==> config.mk <==
export PLATFORM = sky130hd
export DESIGN_NAME = fifo_read_ctrl_block
export DESIGN_NICKNAME = d
export VERILOG_FILES = /design/src/rtl/fifo_read_ctrl_block.sv
export SDC_FILE = /design/constraint.sdc
export NUM_CORES = 1
export LEC_CHECK = 0
export CAP_MARGIN = 20
export CORE_MARGIN = 2
export CORE_UTILIZATION = 45
export CTS_CLUSTER_SIZE = 30
export DETAILED_ROUTE_END_ITERATION = 12
export PLACE_DENSITY_LB_ADDON = 0.15
export SYNTH_ARGS = -nofsm -noshare
export SYNTH_HDL_FRONTEND = slang
export SYNTH_SLANG_ARGS = --single-unit
==> constraint.sdc <==
create_clock -name read_clock_i -period 2.9 [get_ports read_clock_i]
set_input_delay 0.58 -clock read_clock_i [delete_from_list [all_inputs] [get_ports read_clock_i]]
set_output_delay 0.58 -clock read_clock_i [all_outputs]
set_load 0.005 [all_outputs]
==> src/rtl/fifo_read_ctrl_block.sv <==
// Read-side controller of the I2C FIFO: synchronizes the write pointer, drives the
// memory read address, tracks empty/level and presents words through a FWFT output register.
module fifo_read_ctrl_block #(
  parameter int data_size = 8,
  parameter int addr_size = 3
) (
  input  logic                 read_clock_i,
  input  logic                 read_reset_n_i,
  input  logic [addr_size:0]   write_ptr_gray_i,
  input  logic [data_size-1:0] mem_data_i,
  output logic [addr_size-1:0] read_addr_o,
  output logic [addr_size:0]   read_ptr_gray_o,
  output logic                 empty_o,
  output logic [data_size-1:0] data_o,
  output logic                 valid_o,
  input  logic                 ready_i,
  output logic [addr_size:0]   level_o
);

  typedef logic [addr_size:0] ptr_t;

  ptr_t wq1;
  ptr_t wq2;
  ptr_t rbin;
  ptr_t rgray;
  ptr_t rbin_next;
  ptr_t rgray_next;
  ptr_t wbin;
  ptr_t level_next;
  logic mem_pop;

  function automatic ptr_t gray2bin(input ptr_t g);
    ptr_t b;
    b[addr_size] = g[addr_size];
    for (int i = addr_size - 1; i >= 0; i--) begin
      b[i] = b[i+1] ^ g[i];
    end
    return b;
  endfunction

  // Plain two-flop synchronizer; the gray code guarantees at most one bit in flight.
  always_ff @(posedge read_clock_i or negedge read_reset_n_i) begin
    if (!read_reset_n_i) begin
      wq1 <= '0;
      wq2 <= '0;
    end else begin
      wq1 <= write_ptr_gray_i;
      wq2 <= wq1;
    end
  end

  // A word leaves memory whenever the output register is free or being drained.
  always_comb begin
    mem_pop    = ~empty_o & (~valid_o | ready_i);
    rbin_next  = rbin + ptr_t'(mem_pop);
    rgray_next = (rbin_next >> 1) ^ rbin_next;
    wbin       = gray2bin(wq2);
    level_next = wbin - rbin_next;
  end

  always_ff @(posedge read_clock_i or negedge read_reset_n_i) begin
    if (!read_reset_n_i) begin
      rbin    <= '0;
      rgray   <= '0;
      empty_o <= 1'b1;
      level_o <= '0;
    end else begin
      rbin    <= rbin_next;
      rgray   <= rgray_next;
      empty_o <= (rgray_next == wq2);
      level_o <= level_next;
    end
  end

  // Output register refills on a pop, otherwise clears once its word is taken.
  always_ff @(posedge read_clock_i or negedge read_reset_n_i) begin
    if (!read_reset_n_i) begin
      data_o  <= '0;
      valid_o <= 1'b0;
    end else if (mem_pop) begin
      data_o  <= mem_data_i;
      valid_o <= 1'b1;
    end else if (valid_o && ready_i) begin
      valid_o <= 1'b0;
    end
  end

  assign read_addr_o     = rbin[addr_size-1:0];
  assign read_ptr_gray_o = rgray;

endmodule

==> metrics.csv <==
stage,metric,value,unit
setup_path,"Arr. time, crit path",2.46,ns
clock_tree,Max Root-Sink Buffers,2,
setup_path,Critical Path Sink Type,register,
yosys,largest cells by area after synthesis,"dfrtp_1 (59%), mux2_2 (7.6%), xor2_1 (6.7%)",
grt,largest net degree at the start of global routing,30,
routing,Via Count,749,
power_and_ir_drop,PwrDens,956.2,nW/um2
timing,Slew headroom,69.48,%
setup_path,worst flop-to-flop path startpoint,wq2[3],
die,io pins,36,
die,initial core utilization,47.78,%
layout,"commonest non-fill, non-tap cell in the layout",clkdlybuf4s50_1,
setup_path,reg2reg path depth,9,
timing,Max Fclk,0.4411,GHz
timing,final setup violation count,0,
clock_tree,post_cts resized,0,
setup_path,Worst Path Required,3.10,ns
clock_tree,clock sink count,29,
power_and_ir_drop,internal power,1055,uW
layout,Non-Filler Instances,158,
layout,FILL cells,199,
power_and_ir_drop,Clk network pwr share,13.9,%
yosys,Netlist cell types,23,
timing,final setup TNS,0,ns
setup_path,crit path launch,ready_i,
clock_tree,H-tree depth,2,
timing,final worst-path cycle share,78.17,%
timing,RSZ-0062 raised after global routing,no,
grt,GRT Residual Overflow,0,
layout,area of the multi-input gates,421.7,um2
worst_hold_path,worst hold path type,register to register,
setup_path,r2r setup slk,0.80,ns
routing,DRT antenna net count,0,
clock_tree,"Hold-fix buffers, CTS",0,
yosys,cells after synthesis,84,
power_and_ir_drop,sequential share of power,38.1,%
die,row cnt,18,
setup_path,Startpoint Class,input pin,
clock_tree,CTS clock-pin slew for the worst setup and hold paths,0.08,ns
layout,storage element area,726.9,um2
grt,number of global-route vias before repair,824,
setup_path,Worst Setup Path Type,input pin to register,
power_and_ir_drop,worst vdd ir,579.7,uV
yosys,Mapped Nets,104,
die,Core Area,2477,um2
status,status,finished clean,
clock_tree,Root Buffer,clkbuf_4,
layout,diodes inserted,0,
routing,via density per instance,4.741,
clock_tree,number of buffers created by CTS,5,
grt,global-route wire length before repair,3539,um
layout,area grow syn2layout,37.42,%
power_and_ir_drop,leakage,0.0007109,uW
setup_path,CP Max Fanout,7,
routing,total length of routed wires,1892,um
layout,most frequent cells in the layout,"clkdlybuf4s50_1 (35), dfrtp_1 (28), xor2_1 (9)",
placement,Cells after DPL,150,
placement,DP HPWL,1475,um
timing,Worst-Margin Slew,0.4563,ns
grt,gr usage total,15.68,%
routing,routed length per instance,11.97,um
timing,Final Skew,0.005348,ns
clock_tree,clock insertion delay at the later pin of the skew report,0.31,ns
die,die width,55.29,um
yosys,syn avg cell area,14.09,um2
yosys,post-synthesis sequential area ratio,61.42,%
layout,layout cells sized above 1,14.84,%
routing,iteration-0 DRC count of the detailed router,11,
clock_tree,CTS tree,yes,
routing,DRC,0,
routing,DR pass1 iterations,4,
run,Max Cap Viol,0,
timing,final hold violations,0,
yosys,"Cell Area, Synth",1184,um2
timing,max-slew violation count,0,
power_and_ir_drop,switching power share of the total,32.17,%
power_and_ir_drop,combinational power share,48.0,%
die,Die Height,55.29,um
grt,initial antenna violation count,0,
yosys,leading area contributor after synthesis,dfrtp_1,
timing,Tmin final,2.267,ns
yosys,#FFs+latches synth,29,
yosys,Yosys warnings,0,
placement,port buffer count,35,
setup_path,R2R Path End,level_o[3],
die,die area,3056,um2
yosys,area share of the largest cell type after synthesis,59.20,%
layout,fin nets,147,
clock_tree,# Post-CTS Setup Buffers,0,
placement,Placer Congestion,0.8250,
setup_path,CP Capture Point,level_o[3],
power_and_ir_drop,switching pwr,500.3,uW
## how the worst min path moves through the flow
stage	start	depth (start not counted)	slack, ns	end
after floorplan	read_reset_n_i	0	0.28	data_o[0]
after global placement	wq1[1]	0	0.33	wq2[1]
after detailed placement	wq1[0]	0	0.33	wq2[0]
after CTS	wq1[2]	0	0.35	wq2[2]
after global routing	wq1[2]	0	0.37	wq2[2]
final	wq1[2]	0	0.35	wq2[2]
## critical path, stage by stage
cell	delay (ns)
clkdlybuf4s50_1	0.47
inv_1	0.05
a21oi_2	0.15
ha_1	0.16
ha_1	0.22
xor2_2	0.33
a22oi_1	0.15
o21ai_1	0.11
nand3_1	0.10
xnor2_1	0.13
## sequential cells by signal, summed over array words and instances (netlist names)
register and flops:
empty_o 1, rbin 4, data_o 8, valid_o 1, wq1 4, read_ptr_gray_o 3
level_o 4, wq2 4
## area by class of cell
class	instances	area share, %
Sequential cell	29	44.69
Multi-Input combinational cell	48	25.92
Timing Repair Buffer	38	22.92
Clock buffer	8	3.000
Tap cell	30	2.308
Inverter	5	1.154
## synthesized netlist by cell type
cell	count
mux2_2	8
buf_6	1
inv_1	5
nand2b_1	2
ha_1	5
o21ai_0	1
nor3_1	1
clkbuf_2	1
dfstp_2	1
a31oi_1	1
a21boi_0	1
a21oi_2	1
xnor2_1	7
and3_1	1
dfrtp_1	28
nand3_1	2
nor4_1	1
mux2i_1	2
xor2_1	9
nor2_1	2
o21ai_1	2
xor2_2	1
a22oi_1	1
## layer usage
layer  up-vias  wire [um]  GRT usage (%)  share of wire (%)
li1        365          -              -                  -
met4         0         19          8.362                1.0
met3         2        143          8.431                7.6
met1       357        750          15.84                 40
met2        25        979          25.85                 52
met5         -          0              0                  0
## power groups by stage
stage	Combinational, uW	Clock, uW	Sequential, uW
3_3_place_gp	741	0	594
3_5_place_dp	757	0	602
5_1_grt	836	254	608
4_1_cts	761	229	594
2_1_floorplan	441	0	605
6_report	747	216	592
## cell families after synthesis
| kind of cell | synth area share [%] |
|---|---|
| compound gates | 3.806 |
| simple gates | 4.017 |
| flops | 61.42 |
| buf+inv | 2.960 |
| mux | 9.303 |
| xor+xnor | 13.21 |
| fa+ha+maj | 5.285 |
## stage by stage
stage               cell area [um2]  utilization [%]  total power (uW)  setup WS [ns]  hold slack [ns]
CTS                            1627            65.66              1584         0.6338           0.3531
floorplan                      1184                -              1045         0.6075           0.2844
detailed placement             1578            63.69              1359         0.2961           0.3347
global placement               1578            63.69              1335         0.3483           0.3317
global route                   1627            65.66              1698         0.4853           0.3676
finish                         1627            65.66              1555         0.6332           0.3452
No activity file was read; power rests on OpenSTA's default activity.
